$ cat src/rtl/crc_unfold3_arb.sv
// Two-requester round-robin front end for a 3-bit-unfolded CRC-5 (G = x^5+x^2+1).
// Messages are consumed MSB first, 3 bits per clock; the result is held until taken.
module crc_unfold3_arb #(
    parameter int MSG_W = 6
) (
    input  logic             clk,
    input  logic             reset,
    input  logic [1:0]       req_valid,
    input  logic [MSG_W-1:0] data_in0,
    input  logic [MSG_W-1:0] data_in1,
    output logic [1:0]       req_ready,
    output logic             busy,
    output logic             res_valid,
    output logic             res_id,
    output logic [4:0]       data_out,
    input  logic             res_ready
);
    localparam int BEATS = MSG_W / 3;
    localparam int CW    = $clog2(BEATS) + 1;
    localparam logic [CW-1:0] LAST_BEAT = CW'(BEATS - 1);

    typedef enum logic [1:0] {IDLE, RUN, DONE} state_t;

    state_t           state;
    logic [MSG_W-1:0] sr;
    logic [4:0]       r;
    logic [CW-1:0]    cnt;
    logic             last;
    logic             gnt;

    // Three chained serial LFSR steps; bits[2] is the earliest bit on the wire.
    function automatic logic [4:0] crc_step3(input logic [4:0] r_in, input logic [2:0] bits);
        logic [4:0] rr;
        logic       fb;
        rr = r_in;
        for (int i = 2; i >= 0; i--) begin
            fb = rr[4] ^ bits[i];
            rr = {rr[3:0], 1'b0} ^ (fb ? 5'b00101 : 5'b00000);
        end
        return rr;
    endfunction

    // On a tie the requester not served last wins; otherwise whoever is asking.
    always_comb begin
        gnt = (&req_valid) ? ~last : req_valid[1];
    end

    assign req_ready = (state == IDLE && reset && (|req_valid)) ?
                       (gnt ? 2'b10 : 2'b01) : 2'b00;
    assign data_out  = r;

    always_ff @(posedge clk) begin
        if (!reset) begin
            state     <= IDLE;
            sr        <= '0;
            r         <= '0;
            cnt       <= '0;
            last      <= 1'b1;
            res_id    <= 1'b0;
            res_valid <= 1'b0;
            busy      <= 1'b0;
        end else begin
            case (state)
                IDLE: begin
                    if (|req_valid) begin
                        sr     <= gnt ? data_in1 : data_in0;
                        r      <= '0;
                        cnt    <= '0;
                        last   <= gnt;
                        res_id <= gnt;
                        busy   <= 1'b1;
                        state  <= RUN;
                    end
                end
                RUN: begin
                    r   <= crc_step3(r, sr[MSG_W-1 -: 3]);
                    sr  <= sr << 3;
                    cnt <= cnt + 1'b1;
                    if (cnt == LAST_BEAT) begin
                        state     <= DONE;
                        res_valid <= 1'b1;
                    end
                end
                DONE: begin
                    if (res_ready) begin
                        state     <= IDLE;
                        res_valid <= 1'b0;
                        busy      <= 1'b0;
                    end
                end
                default: state <= IDLE;
            endcase
        end
    end
endmodule

$ cat config.mk
export PLATFORM = sky130hd
export DESIGN_NAME = crc_unfold3_arb
export DESIGN_NICKNAME = d
export VERILOG_FILES = /design/src/rtl/crc_unfold3_arb.sv
export SDC_FILE = /design/constraint.sdc
export NUM_CORES = 1
export LEC_CHECK = 0
export BUFFER_PORTS_ARGS = -buffer_cell sky130_fd_sc_hd__clkbuf_2
export CAP_MARGIN = 25
export CORE_ASPECT_RATIO = 0.5
export CORE_MARGIN = 5
export CORE_UTILIZATION = 24
export DETAILED_ROUTE_END_ITERATION = 12
export PLACE_DENSITY = 0.46
export REMOVE_ABC_BUFFERS = 1
export SETUP_SLACK_MARGIN = 0.2
export SYNTH_ARGS = -nofsm -noshare
export SYNTH_HDL_FRONTEND = slang
export SYNTH_SLANG_ARGS = --single-unit
$ cat constraint.sdc
create_clock -name clk -period 1.78 [get_ports clk]
set_input_delay 0.267 -clock clk [delete_from_list [all_inputs] [get_ports clk]]
set_output_delay 0.267 -clock clk [all_outputs]
set_load 0.01 [all_outputs]
==> flow_summary.json, run 1 <==
{
  "crit_family": "flip-flops",
  "critical-path-max-stage-delay_ns": 0.37,
  "grt_overflow_total": 0,
  "critPathKind": "reg -> out",
  "clk_latency_ns": 0.25,
  "drtIter0Drc": 24,
  "dieArea_mm2": 0.00565,
  "finalWirelength_mm": 2.19,
  "cts_tree": "built",
  "clock_tree.root_cell": "clkbuf_8",
  "worst_pin_slew_ns": 0.380,
  "synth-seq-area-share_pct": 37.9,
  "dieWidth_um": 101,
  "critical_path_required_ns": 1.51,
  "num_antenna_cells": 0,
  "power.density_mw_per_mm2": 814,
  "area_growth_syn_to_layout_pct": 22.6,
  "end_kind": "output pin",
  "drv_cap": 0,
  "clk_pin_slew_ns": 0.07,
  "boundaryPins": 27,
  "synth_area_per_cell_um2": 8.73,
  "fin_worst_skew_ns": 0.00222,
  "grt_start_max_net_pins": 22,
  "design.core.area_mm2": 0.00396,
  "hpwl_mm": 1.64,
  "rsz0062_at_grt": "false",
  "cts_hold_buf": 0,
  "initial_utilization_pct": 25.3,
  "wl_per_cell_um": 11.2,
  "start_kind": "flip-flop",
  "final_area_mm2": 0.00123,
  "drive_gt1_share_pct": 27.0,
  "min_period_ns": 1.46,
  "cts-htree-levels": 1,
  "final-setup-viol-count": 0,
  "tns_ns": 0,
  "grt_pass1_vias": 806,
  "track_usage_pct": 8.20,
  "viasPerCell": 4.43,
  "synth-edff-count": 0,
  "hp-class": "in -> reg",
  "cts_inserted_buffers": 3,
  "p_leak_uw": 0.000524,
  "slew_headroom_pct": 74.7,
  "path_max_fanout": 8,
  "status": "finished, final reports clean",
  "via_count": 864,
  "place_congestion": 0.704,
  "slew_violations": 0,
  "die_h_um": 55.7,
  "grt_pass1_wl_mm": 3.77,
  "ys_ff_latch": 19,
  "path_cells": "nor2_4, o21ai_1, nor3b_1, clkbuf_2",
  "async_flop_share_pct": 0,
  "nNetsFinal": 160,
  "antenna_found_initial": 0,
  "hold_viol": 0,
  "io_buffers": 26,
  "cts_buffer_depth": 2,
  "syn_area_mm2": 0.00100,
  "post_dp_cell_area_mm2": 0.00116,
  "cp.arrival_ns": 1.20,
  "ys.flop_type": "dfxtp_1",
  "syn_inst": 115,
  "yosys_warnings": 0,
  "rows": 16,
  "path_buf_inv": 1,
  "fin_crit_sh_pct": 82.2,
  "fmax_ghz": 0.683,
  "cts.sinks": 19,
  "drc": 0,
  "firstDrtPassIters": 4,
  "ir_drop_mv": 0.253,
  "crit_slowest_cell": "dfxtp_2",
  "antenna_left": 0,
  "ys_types": 34
}
-- final timing paths --
path	startpoint	to	slack, ns	depth (start not counted)
max	state[1]	req_ready[0]	0.32	4
min reg2reg	res_valid	res_valid	0.48	2
min	res_ready	res_valid	0.33	4
max reg2reg	state[0]	data_out[2]	0.47	3
-- power breakdown --
group / internal [µW] / total [µW] / switching, µW
Clock: 159 / 295 / 136
Combinational: 111 / 214 / 104
Sequential: 458 / 491 / 33.3
Total: 728 / 1000 / 273
-- through the flow --
step	hold slack, ns	power, µW	setup slack, ns	utilization [%]	std cells
2_1_floorplan	0.343	632	0.410	-	108
3_3_place_gp	0.466	709	0.384	29.3	189
3_5_place_dp	0.474	711	0.341	29.3	189
4_1_cts	0.317	1030	0.217	30.8	194
5_1_grt	0.331	1070	0.236	31.0	195
6_report	0.328	1000	0.316	31.0	195
-- cell usage after synthesis, types with 2 or more instances --
library cell	count	area, µm²
and3_1	2	12.5
o21a_1	3	22.5
nor2_1	14	52.6
o21ai_0	8	40.0
a21oi_1	4	20.0
mux2i_1	3	30.0
nand2b_1	2	12.5
o21ai_1	2	10.0
xor2_1	2	17.5
dfxtp_1	19	380
a2bb2oi_1	3	26.3
buf_4	3	22.5
nor3b_1	2	15.0
nor2b_1	11	68.8
a21boi_0	4	30.0
a22o_1	3	26.3
nand2_1	6	22.5
xnor2_1	2	17.5
inv_1	2	7.51
a31oi_1	2	12.5
a22oi_1	4	30.0
clkbuf_1	2	7.51
-- what timing repair did --
action | CTS | global route
pin swaps | 1 | 1
resized for setup | 1 | 2
endpoints found under the setup margin | 1 | 3
buffers inserted | 1 | 1
-- area by class of cell --
cell class / instances / area (µm²)
well taps: 54 / 67.6
inverters: 2 / 7.51
repair buffers: 29 / 153
fillers: 447 / 2730
flip-flops and latches: 19 / 383
multi-input cells: 87 / 574
clock buffers: 4 / 45.0
-- per-layer routing --
metal | GRT usage (%) | up-vias | share of wire (%)
met5 | 0 | - | 0
met4 | 2.84 | 0 | 0.64
met3 | 3.00 | 2 | 4.4
met2 | 12.5 | 18 | 45
met1 | 10.6 | 395 | 50
li1 | - | 449 | -
-- tightest hold or removal path, stage by stage --
cell      delay (ns)
clkbuf_2        0.10
nand2_1         0.05
nand2_1         0.05
a21boi_0        0.06
-- flip-flops by register name, indices dropped and copies added (netlist names) --
register,count
sr,6
data_out,5
cnt,2
state,2
busy,1
last,1
res_id,1
res_valid,1
-- kinds of logic (layout without fill, tap and decap cells) --
family                     Yosys count  count (layout)  share of synthesized area, %
muxes                                3               3                          2.99
adders and majority gates            1               1                          1.25
xor gates and xnor gates             5               5                          5.74
buffers and inverters                9              35                          5.36
DFF                                 19              19                          37.9
AOI/OAI and AO/OA                   36              36                          25.1
and+or+nand+nor                     42              42                          21.7
-- cells in the final DEF, fill, tap and decap left out, drive strengths merged --
cell type and instances:
clkbuf 30, or3 1, a22o 3, a21oi 4, inv 2, o21ai 10, a2bb2oi 3, nand2b 2
and3 2, and2 1, o21a 3, buf 3, a31oi 2, a21boi 6, o21bai 1, mux2i 3
dfxtp 19, nor2 15, a22oi 4, xnor3 1, nand2 6, nor2b 11, nor3b 2, nor3 1
or2 1, xnor2 2, ha 1, xor2 2
Power figures use the tool's default switching activity.
==> inputs of run 2 (changes only) <==
--- a/config.mk
+++ b/config.mk
@@ -11,7 +11,7 @@
 export CORE_MARGIN = 5
 export CORE_UTILIZATION = 24
 export DETAILED_ROUTE_END_ITERATION = 12
-export PLACE_DENSITY = 0.46
+export PLACE_DENSITY = 0.47
 export REMOVE_ABC_BUFFERS = 1
 export SETUP_SLACK_MARGIN = 0.2
 export SYNTH_ARGS = -nofsm -noshare
==> constraint.sdc (replaced) <==
create_clock -name clk -period 1.2 [get_ports clk]
set_input_delay 0.18 -clock clk [delete_from_list [all_inputs] [get_ports clk]]
set_output_delay 0.18 -clock clk [all_outputs]
set_load 0.01 [all_outputs]
==> flow_summary.json, run 2 (synthesis results as in run 1) <==
{
  "status": "finished with violations",
  "violations": "negative setup slack",
  "end_kind": "output pin",
  "nNetsFinal": 183,
  "wl_per_cell_um": 12.2,
  "drive_gt1_share_pct": 55.5,
  "cts.sinks": 19,
  "critPathKind": "reg -> out",
  "fin_crit_sh_pct": 108,
  "rows": 16,
  "io_buffers": 26,
  "initial_utilization_pct": 25.3,
  "slew_headroom_pct": 81.3,
  "area_growth_syn_to_layout_pct": 59.9,
  "drtIter0Drc": 32,
  "firstDrtPassIters": 4,
  "boundaryPins": 27,
  "final_cell_mix": "clkbuf_2 (23), buf_4 (16), nor2_1 (12)",
  "post_dp_cell_area_mm2": 0.00129,
  "finalWirelength_mm": 2.66,
  "via_count": 976,
  "critical_path_required_ns": 1.02,
  "drc": 0,
  "min_from": "reset",
  "grt_pass1_wl_mm": 4.34,
  "dieArea_mm2": 0.00565,
  "timing.rr.start": "state[0]",
  "cts_buffer_depth": 2,
  "place_congestion": 0.714,
  "final_area_mm2": 0.00160,
  "antenna_found_initial": 0,
  "cp.arrival_ns": 1.12,
  "fin_worst_skew_ns": 0.000763,
  "power_uw": 1720,
  "whs_ns": 0.169,
  "dieWidth_um": 101,
  "power.density_mw_per_mm2": 1070,
  "slew_violations": 0,
  "grt_overflow_total": 0,
  "viasPerCell": 4.48,
  "grt_pass1_vias": 932,
  "clock_tree.root_cell": "clkbuf_8",
  "clk_pin_slew_ns": 0.07,
  "cts-htree-levels": 1,
  "start_kind": "flip-flop",
  "cts_inserted_buffers": 3,
  "num_antenna_cells": 0,
  "drv_cap": 0,
  "seqCellArea_um2": 399,
  "hpwl_mm": 1.83,
  "largest-register": "sr",
  "largest_reg_flops": 6,
  "layout_setup_ws_ns": -0.102,
  "grt_start_max_net_pins": 16,
  "hold_viol": 0,
  "fmax_ghz": 0.768,
  "cts_tree": "built",
  "r2r_slack_ns": -0.10,
  "antenna_left": 0,
  "min_period_ns": 1.30,
  "track_usage_pct": 9.64,
  "worstSetupStartpoint": "state[0]",
  "multiInputGateArea_um2": 702,
  "design.core.area_mm2": 0.00396,
  "die_h_um": 55.7,
  "final_common_cell": "clkbuf_2",
  "clk_latency_ns": 0.25,
  "cts_hold_buf": 0,
  "p_leak_uw": 0.000676,
  "rsz0062_at_grt": "true",
  "ir_drop_mv": 0.363,
  "dp.cells": 206,
  "worst_pin_slew_ns": 0.279,
  "finalNonFillerCells": 218,
  "final-setup-viol-count": 12,
  "fillers": 407,
  "hp-class": "in -> reg",
  "path_max_fanout": 2
}
## run 2: where the power goes
part	internal [µW]	switching, µW	leakage, µW
registers	682	44.6	0.000160
logic	301	237	0.000493
clock network	236	215	0.0000228
total	1220	496	0.000676
## run 2: routing by layer
layer  GRT usage, %  vias to the layer above  routed length (µm)
met1           12.1                      462                1290
met2           15.6                       12                1240
met4           3.41                        0                  34
met5              0                        -                   0
li1               -                      500                   -
met3           2.75                        2                  93
## run 2: worst max-delay path, stage by stage (launching register included)
cell and delay [ns]:
dfxtp_4 0.35, nor2_4 0.12, buf_6 0.11, and3_4 0.18, buf_6 0.10
## run 2: worst paths after layout
kind	end	cells past startpoint
worst min register to register	busy	2
worst min-delay path	last	2
worst max register to register	sr[3]	5
worst max-delay path	req_ready[1]	4
## run 2: cell type report
class	count	share of cell area, %
inverters	2	0.468
well taps	54	4.21
flip-flops and latches	19	24.9
multi-input cells	87	43.8
repair buffers	52	23.9
clock buffers	4	2.81
## run 2: timing repair
item,in CTS,in global routing
setup buffers,7,1
resized for setup,38,27
setup endpoints to repair,21,23
pin swaps,2,8
## run 2: per-stage QoR
step | worst slack [ns] | TNS (ns) | utilization, %
after CTS | -0.117 | -0.685 | 37.9
after detailed placement | -0.0321 | -0.180 | 32.5
after floorplan | -0.0832 | -0.247 | -
after global routing | -0.153 | -1.40 | 40.5
final | -0.102 | -0.768 | 40.5
after global placement | -0.0157 | -0.0157 | 32.5
